[src/rtl/serial_pattern_tx_if.sv]
// Handshake and serial-output bundle for the pattern transmitter.
// The master drives start/pattern/reps, and the slave (the transmitter) returns the serial stream.
interface serial_pattern_tx_if #(
  parameter int PAT_W = 4,
  parameter int CNT_W = 4
);
  logic             start;
  logic [PAT_W-1:0] pattern;
  logic [CNT_W-1:0] reps;
  logic             ready;
  logic             dout;
  logic             dout_vld;
  logic             done;

  modport master (output start, pattern, reps, input ready, dout, dout_vld, done);
  modport slave  (input start, pattern, reps, output ready, dout, dout_vld, done);
endinterface

[src/rtl/serial_pattern_tx.sv]
// Serial pattern transmitter. It shifts a latched pattern out MSB-first for reps+1 frames,
// with GAP idle cycles between frames, and pulses done after the final bit.
module serial_pattern_tx #(
  parameter int PAT_W = 4,
  parameter int CNT_W = 4,
  parameter int GAP   = 1
) (
  input  logic               clk,
  input  logic               rst,
  serial_pattern_tx_if.slave bus
);
  localparam int BIT_W = $clog2(PAT_W);

  typedef enum logic [1:0] {S_IDLE, S_SEND, S_GAP} state_t;

  state_t           state, state_nxt;
  logic [PAT_W-1:0] pat_q, sh_q;
  logic [BIT_W-1:0] bit_cnt;
  logic [CNT_W-1:0] frm_cnt;
  logic             accept, last_bit, last_frame, gap_last;
  logic             load_new, load_frame, shift_bit, frame_dec;
  logic             ready_nxt, dout_nxt, vld_nxt, done_nxt;
  logic             ready_p1, dout_p1, vld_p1, done_p1;

  assign accept     = bus.start && ready_p1;
  assign last_bit   = (bit_cnt == BIT_W'(PAT_W - 1));
  assign last_frame = (frm_cnt == '0);

  // State register and registered outputs; only control carries reset
  always_ff @(posedge clk) begin
    if (rst) begin
      state    <= S_IDLE;
      ready_p1 <= 1'b1;
      dout_p1  <= 1'b0;
      vld_p1   <= 1'b0;
      done_p1  <= 1'b0;
    end else begin
      state    <= state_nxt;
      ready_p1 <= ready_nxt;
      dout_p1  <= dout_nxt;
      vld_p1   <= vld_nxt;
      done_p1  <= done_nxt;
    end
  end

  always_comb begin
    state_nxt = state;
    case (state)
      S_IDLE: if (accept) state_nxt = S_SEND;
      S_SEND: begin
        if (last_bit) begin
          if (last_frame)   state_nxt = S_IDLE;
          else if (GAP > 0) state_nxt = S_GAP;
        end
      end
      S_GAP:   if (gap_last) state_nxt = S_SEND;
      default: state_nxt = S_IDLE;
    endcase
  end

  always_comb begin
    ready_nxt  = 1'b0;
    dout_nxt   = 1'b0;
    vld_nxt    = 1'b0;
    done_nxt   = 1'b0;
    load_new   = 1'b0;
    load_frame = 1'b0;
    shift_bit  = 1'b0;
    frame_dec  = 1'b0;
    case (state)
      S_IDLE: begin
        if (accept) begin
          load_new = 1'b1;
          dout_nxt = bus.pattern[PAT_W-1];
          vld_nxt  = 1'b1;
        end else begin
          ready_nxt = 1'b1;
        end
      end
      S_SEND: begin
        if (!last_bit) begin
          shift_bit = 1'b1;
          dout_nxt  = sh_q[PAT_W-1];
          vld_nxt   = 1'b1;
        end else if (last_frame) begin
          ready_nxt = 1'b1;
          done_nxt  = 1'b1;
        end else begin
          frame_dec = 1'b1;
          // Without a gap the next frame's MSB follows the current LSB directly
          if (GAP == 0) begin
            load_frame = 1'b1;
            dout_nxt   = pat_q[PAT_W-1];
            vld_nxt    = 1'b1;
          end
        end
      end
      S_GAP: begin
        if (gap_last) begin
          load_frame = 1'b1;
          dout_nxt   = pat_q[PAT_W-1];
          vld_nxt    = 1'b1;
        end
      end
      default: ;
    endcase
  end

  // Datapath: latched pattern, shifter and counters; only meaningful outside IDLE
  always_ff @(posedge clk) begin
    if (load_new) begin
      pat_q   <= bus.pattern;
      sh_q    <= {bus.pattern[PAT_W-2:0], 1'b0};
      frm_cnt <= bus.reps;
      bit_cnt <= '0;
    end else begin
      if (load_frame) begin
        sh_q    <= {pat_q[PAT_W-2:0], 1'b0};
        bit_cnt <= '0;
      end else if (shift_bit) begin
        sh_q    <= {sh_q[PAT_W-2:0], 1'b0};
        bit_cnt <= bit_cnt + BIT_W'(1);
      end
      if (frame_dec) frm_cnt <= frm_cnt - CNT_W'(1);
    end
  end

  generate
    if (GAP > 0) begin : gen_gap
      localparam int GAP_W = (GAP > 1) ? $clog2(GAP) : 1;
      logic [GAP_W-1:0] gap_cnt;
      always_ff @(posedge clk) begin
        if (state != S_GAP) gap_cnt <= '0;
        else                gap_cnt <= gap_cnt + GAP_W'(1);
      end
      assign gap_last = (gap_cnt == GAP_W'(GAP - 1));
    end else begin : gen_nogap
      assign gap_last = 1'b0;
    end
  endgenerate

  assign bus.ready    = ready_p1;
  assign bus.dout     = dout_p1;
  assign bus.dout_vld = vld_p1;
  assign bus.done     = done_p1;
endmodule
[src/flat_wrapper.sv]
// flat-port wrapper written by rule: the top's interface ports become plain ports
module serial_pattern_tx_flat 
#(
  parameter int PAT_W = 4,
  parameter int CNT_W = 4,
  parameter int GAP   = 1
)
  (clk, rst, bus_start, bus_pattern, bus_reps, bus_ready, bus_dout, bus_dout_vld, bus_done);
  serial_pattern_tx_if #(.PAT_W(PAT_W), .CNT_W(CNT_W)) bus_i ();
  input  logic clk;
  input  logic rst;
  input wire logic [$bits(bus_i.start)-1:0] bus_start;
  input wire logic [$bits(bus_i.pattern)-1:0] bus_pattern;
  input wire logic [$bits(bus_i.reps)-1:0] bus_reps;
  output wire logic [$bits(bus_i.ready)-1:0] bus_ready;
  output wire logic [$bits(bus_i.dout)-1:0] bus_dout;
  output wire logic [$bits(bus_i.dout_vld)-1:0] bus_dout_vld;
  output wire logic [$bits(bus_i.done)-1:0] bus_done;
  assign bus_i.start = bus_start;
  assign bus_i.pattern = bus_pattern;
  assign bus_i.reps = bus_reps;
  assign bus_ready = bus_i.ready;
  assign bus_dout = bus_i.dout;
  assign bus_dout_vld = bus_i.dout_vld;
  assign bus_done = bus_i.done;
  serial_pattern_tx #(.PAT_W(PAT_W), .CNT_W(CNT_W), .GAP(GAP)) u_core (.clk(clk), .rst(rst), .bus(bus_i));
endmodule
[config.mk]
export PLATFORM = sky130hd
export DESIGN_NAME = serial_pattern_tx_flat
export DESIGN_NICKNAME = d
export VERILOG_FILES = /design/src/rtl/serial_pattern_tx_if.sv /design/src/rtl/serial_pattern_tx.sv /design/src/flat_wrapper.sv
export SDC_FILE = /design/constraint.sdc
export NUM_CORES = 1
export LEC_CHECK = 0
export CAP_MARGIN = 40
export CORE_MARGIN = 1
export CORE_UTILIZATION = 53
export DETAILED_ROUTE_END_ITERATION = 16
export DONT_BUFFER_PORTS = 1
export GPL_TIMING_DRIVEN = 0
export PLACE_DENSITY_LB_ADDON = 0.2
export SETUP_SLACK_MARGIN = 0.5
export SLEW_MARGIN = 20
export SYNTH_ARGS = -nofsm -noshare
export SYNTH_HDL_FRONTEND = slang
export SYNTH_SLANG_ARGS = --single-unit
[constraint.sdc]
create_clock -name clk -period 1.5 [get_ports clk]
set_input_delay 0.075 -clock clk [delete_from_list [all_inputs] [get_ports clk]]
set_output_delay 0.075 -clock clk [all_outputs]
set_load 0.03 [all_outputs]
==> impl_metrics.py, run 1 <==
metrics = {
    "status": {
        "status": "complete, no violations",
    },
    "setup_path": {
        "worstSetupStartpointType": "flip-flop",
        "r2r_start": "u_core.state[1]",
        "worstSetupEndpointType": "flip-flop",
        "r2r-end": "u_core.sh_q[2]",
        "cp_max_fo": 6,
        "crit_type": "flip-flop to flip-flop",
        "reg2reg_depth": 3,
        "ff2ff_setup_slack_ns": 0.15,
        "crit_required_ns": 1.57,
        "crit_start": "u_core.state[1]",
        "crit_arrival_ns": 1.42,
    },
    "grt": {
        "grt_pass1_vias": 646,
        "grt_antenna_before_repair": 0,
        "grt_pass1_wl_mm": 2.82,
        "grt_max_degree": 12,
        "grt_use_total_pct": 22.2,
        "grt_overflow": 0,
    },
    "cts": {
        "cts.path.max_buffers": 2,
        "numCtsBuffers": 3,
        "clock_latency_ns": 0.31,
        "clk_pin_slew_ns": 0.11,
        "numClockSinks": 20,
        "cts_tree": "built",
        "htree_levels": 1,
        "root_buffer": "clkbuf_4",
    },
    "power": {
        "switching_share_pct": 30.3,
        "p_per_area_nw_per_um2": 1180,
        "combinationalPowerShare_pct": 30.5,
        "intPower_mw": 1.05,
        "leakagePower_nw": 0.472,
        "power_switching_uw": 458,
        "vdd_drop_max_uv": 890,
        "p_clk_share_pct": 17.9,
        "p_seq_share_pct": 51.6,
        "finalPower_mw": 1.51,
    },
    "routing": {
        "final_antenna_net_count": 0,
        "drc_errors": 0,
        "wl_per_cell_um": 16.5,
        "routed_wl_mm": 1.92,
        "drtIter0Drc": 5,
        "dr.pass1.iters": 4,
        "routed_via_density": 5.66,
        "via_count": 656,
    },
    "placed_design": {
        "numPlacedInstances": 85,
        "port_buffers": 0,
        "place.gp.congestion": 0.710,
        "hpwl_um": 894,
    },
    "sta": {
        "fin_setup_tns_ns": 0,
        "worst_pin_slew_ns": 0.390,
        "slew_headroom_pct": 74.0,
        "layout_worst_path_cycle_share_pct": 90.1,
        "report.final.slew_viol_count": 0,
        "min_period_ns": 1.35,
        "fmax_mhz": 740,
        "hold_viol_final": 0,
        "finalSetupViolations": 0,
        "rsz0062_at_grt": "yes",
        "clock_skew_ns": 0.00421,
    },
    "min_path": {
        "holdPathEnd": "u_core.frm_cnt[3]",
        "holdPathStages": 2,
        "min_from": "bus_reps[3]",
        "min_path_type": "input port to flip-flop",
    },
    "logic_synthesis": {
        "synth.distinct_cells": 26,
        "yosysSeqAreaShare_pct": 60.8,
        "mappedNetlistNets": 82,
        "synth_seq_cells": 20,
        "yosys_warnings": 0,
        "syn_area_sq_um": 840,
        "postSynthCellCount": 69,
        "postSynthAreaPerCell_sq_um": 12.2,
    },
    "cells_and_area": {
        "final_nets": 114,
        "drive_gt1_share_pct": 51.0,
        "fin_cells": 116,
        "area.growth.synth_to_final_pct": 53.1,
        "n_antenna_cell": 0,
    },
    "die": {
        "die_x_um": 41.8,
        "initial_core_util_pct": 56.4,
        "rows": 14,
        "core_sq_um": 1490,
        "ios": 15,
        "dieArea_sq_um": 1750,
        "dieHeight_um": 41.8,
    },
    "flow_run": {
        "cap_violations": 0,
    },
}
==> final cells by class <==
type | count | area [sq um]
flip-flops and latches | 20 | 524
multi-input cells | 44 | 435
repair buffers | 27 | 244
fillers | 74 | 204
clock buffers | 4 | 26.3
inverters | 4 | 20.0
well taps | 16 | 20.0
plain buffers | 1 | 15.0
==> worst max path at each step <==
| stage | end | slack [ns] | depth (start not counted) |
|---|---|---|---|
| after floorplan | u_core.frm_cnt[0] | 0.19 | 5 |
| after global placement | u_core.frm_cnt[2] | 0.06 | 5 |
| after detailed placement | u_core.frm_cnt[2] | 0.07 | 5 |
| after CTS | u_core.frm_cnt[0] | 0.22 | 5 |
| after global routing | u_core.sh_q[2] | 0.10 | 3 |
| final | u_core.sh_q[2] | 0.15 | 3 |
==> cells in the final DEF, fill, tap and decap left out, types with 2 or more instances in the layout <==
cell type and instances:
buf_4 12, edfxtp_1 11, dlygate4sd3_1 9, nor2_1 5, buf_6 5, a21oi_1 4, clkbuf_4 4, dfxtp_1 4
inv_2 3, mux2i_1 3, dfxtp_4 3, nor3b_4 2, nand2_2 2, xnor2_2 2, nor2_4 2, a21oi_2 2
nor2b_1 2, nand2_1 2, nor3_1 2, ha_4 2, dfxtp_2 2
==> metal layers <==
metal,GRT usage (%),routed length [um],vias up
li1,-,-,314
met1,29.8,810,323
met2,34.4,1020,17
met3,6.52,73,2
met4,7.74,20,0
met5,0,0,-
==> per-stage QoR <==
stage               utilization (%)  setup slack [ns]  hold slack, ns  cell area [sq um]
floorplan                         -             0.189           0.134                903
global placement               62.0            0.0608           0.137                923
detailed placement             62.0            0.0682           0.137                923
CTS                            81.2             0.221        0.000162               1210
global route                   86.3             0.103          0.0327               1280
finish                         86.3             0.149          0.0233               1280
==> power by group through the flow <==
stage,clock [mW],combinational [mW],sequential (mW)
final,0.271,0.460,0.779
after global routing,0.298,0.502,0.789
after CTS,0.270,0.393,0.773
after detailed placement,0,0.249,0.785
after global placement,0,0.239,0.782
after floorplan,0,0.212,0.772
==> Yosys cell counts <==
master / n / area, sq um
nor2_1: 8 / 30.0
a21oi_1: 6 / 30.0
and2b_1: 1 / 7.51
nor3b_4: 1 / 18.8
inv_1: 3 / 11.3
dfxtp_1: 9 / 180
o21ai_0: 1 / 5.00
a22oi_1: 1 / 7.51
a211oi_1: 1 / 7.51
nor3b_2: 1 / 12.5
inv_2: 1 / 3.75
xnor2_1: 3 / 26.3
nand4bb_2: 1 / 16.3
nor3_1: 3 / 15.0
nand2_1: 4 / 15.0
nand3b_1: 1 / 7.51
nor2b_1: 2 / 12.5
a221oi_1: 1 / 8.76
mux2i_1: 3 / 30.0
a22o_1: 1 / 8.76
edfxtp_1: 11 / 330
ha_1: 2 / 25.0
o311ai_0: 1 / 8.76
nand4_1: 1 / 6.26
clkbuf_1: 1 / 3.75
or3_4: 1 / 11.3
==> critical path, cell delays in order (launching register included) <==
cell and delay (ns):
dfxtp_4 0.39, nor3b_4 0.38, mux2i_1 0.25, a21oi_1 0.09
==> sequential cells by signal (all words and copies together) (netlist names) <==
signal and flops:
u_core.bus.ready 1, u_core.bit_cnt 2, u_core.frm_cnt 4, u_core.sh_q 3, u_core.bus.dout_vld 1, u_core.bus.dout 1
u_core.pat_q 4, u_core.state 2, u_core.bus.done 1, u_core.gen_gap.gap_cnt 1
==> logic make-up (layout without fill, tap and decap cells) <==
group / after synthesis / after routing / share of synthesized area, %
fa+ha+maj: 2 / 2 / 2.98
xor+xnor: 3 / 3 / 3.13
buf+inv: 5 / 36 / 2.23
compound gates: 12 / 12 / 9.09
mux: 3 / 3 / 3.58
flops: 20 / 20 / 60.8
simple gates: 24 / 24 / 18.2
==> repair_timing <==
item	CTS	global route
hold buffers	7	2
endpoints found under the hold margin	12	2
gates resized for setup	15	13
pin swaps	7	1
endpoints found under the setup margin	24	26
buffers inserted	16	1
gates cloned	1	0
No activity file was read; power rests on OpenSTA's default activity.
==> run 2, diff against run 1 <==
ABC_AREA = 1   (was default)
CORE_UTILIZATION = 51   (was 53)
==> impl_metrics.py, run 2 <==
metrics = {
    "status": {
        "status": "complete, no violations",
    },
    "routing": {
        "via_count": 760,
        "drc_errors": 0,
        "final_antenna_net_count": 0,
        "drtIter0Drc": 9,
        "wl_per_cell_um": 11.9,
        "dr.pass1.iters": 4,
        "routed_wl_mm": 1.88,
        "routed_via_density": 4.81,
    },
    "sta": {
        "report.final.slew_viol_count": 0,
        "whs_ns": 0.0595,
        "slew_headroom_pct": 80.7,
        "worst_pin_slew_ns": 0.290,
        "finalSetupViolations": 0,
        "clock_skew_ns": 0.00162,
        "rsz0062_at_grt": "yes",
        "fin_setup_tns_ns": 0,
        "worst_slack_ns": 0.320,
        "hold_viol_final": 0,
        "layout_worst_path_cycle_share_pct": 78.7,
        "fmax_mhz": 848,
        "min_period_ns": 1.18,
    },
    "cts": {
        "cts.path.max_buffers": 2,
        "cts_tree": "built",
        "clk_pin_slew_ns": 0.11,
        "numCtsBuffers": 3,
        "root_buffer": "clkbuf_4",
        "htree_levels": 1,
        "clock_latency_ns": 0.30,
        "numClockSinks": 20,
    },
    "setup_path": {
        "crit_start": "u_core.state[0]",
        "reg2reg_depth": 5,
        "crit_required_ns": 1.53,
        "r2r-end": "u_core.sh_q[1]",
        "cp_max_fo": 4,
        "crit_arrival_ns": 1.21,
        "ff2ff_setup_slack_ns": 0.32,
        "worstSetupEndpointType": "flip-flop",
        "worstSetupStartpointType": "flip-flop",
        "crit_end": "u_core.sh_q[1]",
        "crit_type": "flip-flop to flip-flop",
        "r2r_start": "u_core.state[0]",
    },
    "grt": {
        "grt_use_total_pct": 20.3,
        "grt_antenna_before_repair": 0,
        "grt_pass1_wl_mm": 2.82,
        "grt_pass1_vias": 698,
        "grt_max_degree": 12,
        "grt_overflow": 0,
    },
    "cells_and_area": {
        "top_regs": "u_core.frm_cnt x4, u_core.pat_q x4, u_core.sh_q x3",
        "mostFrequentLayoutCells": "22 x nand2_1, 13 x inv_1, 11 x edfxtp_1",
        "mostFrequentLayoutCell": "nand2_1",
        "n_antenna_cell": 0,
        "drive_gt1_share_pct": 46.6,
        "final_nets": 147,
        "area.growth.synth_to_final_pct": 49.1,
        "fin_cells": 158,
        "nFillCells": 120,
    },
    "logic_synthesis": {
        "syn_area_sq_um": 951,
        "ys.flop_type": "edfxtp_1",
        "postSynthCellCount": 108,
        "yosys_warnings": 0,
        "synth_area_leaders": "edfxtp_1 35%, dfxtp_1 19%, nand2_1 11%",
        "synth_seq_cells": 20,
        "mappedNetlistNets": 121,
        "yosysTopAreaCellShare_pct": 34.7,
        "async_reset_ff_share_pct": 0,
        "synth_edf_count": 11,
        "postSynthAreaPerCell_sq_um": 8.80,
        "synth_commonest_cells": "29 x nand2_1, 17 x inv_1, 11 x edfxtp_1, 9 x dfxtp_1, 9 x nor2_1",
        "yosys.area.top_type": "edfxtp_1",
        "synth.most_common_cell": "nand2_1",
        "yosysSeqAreaShare_pct": 53.7,
        "synth.distinct_cells": 19,
    },
    "die": {
        "core_sq_um": 1750,
        "ios": 15,
        "initial_core_util_pct": 54.5,
        "dieHeight_um": 45.2,
        "rows": 15,
        "dieArea_sq_um": 2040,
        "die_x_um": 45.2,
    },
    "power": {
        "p_clk_share_pct": 21.4,
        "switching_share_pct": 29.8,
        "power_switching_uw": 434,
        "p_per_area_nw_per_um2": 1030,
        "finalPower_mw": 1.45,
        "vdd_drop_max_uv": 803,
        "intPower_mw": 1.02,
        "combinationalPowerShare_pct": 29.1,
        "p_seq_share_pct": 49.5,
        "leakagePower_nw": 0.613,
    },
    "placed_design": {
        "numPlacedInstances": 133,
        "place.gp.congestion": 0.844,
        "port_buffers": 0,
        "dp_slack_ns": 0.324,
        "hpwl_mm": 1.11,
    },
    "min_path": {
        "min_path_type": "input port to flip-flop",
    },
    "flow_run": {
        "cap_violations": 0,
    },
}
[run 2: layout make-up]
cell class	count	area, sq um	area share, %
Buffer	1	20.0	1.41
Inverter	19	83.8	5.91
Tap cell	25	31.3	2.21
Sequential cell	20	528	37.2
Timing Repair Buffer	21	219	15.4
Clock buffer	4	36.3	2.56
Multi-Input combinational cell	68	499	35.2
[run 2: metal layers]
metal	share of wire (%)	global-route usage [%]	vias up	wire, um
met1	43	23.8	343	800
met5	0	0	-	0
met2	52	34.2	20	980
met4	1.9	10.9	0	35
met3	3.4	4.80	4	64
li1	-	-	393	-
[run 2: logic make-up (layout without fill, tap and decap cells)]
logic type                 after synthesis  after routing  synth area share (%)
AOI/OAI and AO/OA                        7              7                  4.87
buffers and inverters                   20             45                  9.34
xor gates and xnor gates                 1              1                 0.921
adders and majority gates                2              2                  2.63
DFF                                     20             20                  53.7
and+or+nand+nor                         58             58                  28.6
[run 2: through the flow]
stage                     area, sq um  util (%)
final                            1420      81.2
after CTS                        1270      72.8
after global placement           1040      59.8
after global routing             1420      81.2
after floorplan                  1010         -
after detailed placement         1040      59.8
[run 2: how the worst min path moves through the flow]
stage / startpoint / to / slack (ns) / depth (start not counted)
3_3_place_gp: rst / u_core.state[1] / 0.14 / 1
4_1_cts: bus_reps[1] / u_core.frm_cnt[1] / -0.05 / 2
3_5_place_dp: rst / u_core.state[0] / 0.14 / 1
2_1_floorplan: rst / u_core.state[1] / 0.14 / 1
6_report: bus_pattern[3] / u_core.bus.dout / 0.06 / 6
5_1_grt: bus_pattern[3] / u_core.bus.dout / 0.06 / 6
[run 2: power groups by stage]
stage	clock (mW)	sequential (mW)	combinational, mW
6_report	0.311	0.720	0.424
5_1_grt	0.337	0.726	0.468
4_1_cts	0.324	0.713	0.331
3_5_place_dp	0	0.726	0.241
3_3_place_gp	0	0.723	0.231
2_1_floorplan	0	0.718	0.205
[run 2: repair_timing]
item,4_1_cts,5_1_grt
gates resized for setup,10,28
setup buffers,7,4
cloned,1,0
pin swaps,3,14
hold buffers,8,1
endpoints found under the hold margin,17,1
endpoints found under the setup margin,20,26
[run 2: critical path, stage by stage (launching register included)]
cell     delay [ns]
dfxtp_4        0.39
nor2_4         0.19
nand2_8        0.11
nand2_4        0.10
nor2_4         0.04
inv_2          0.08
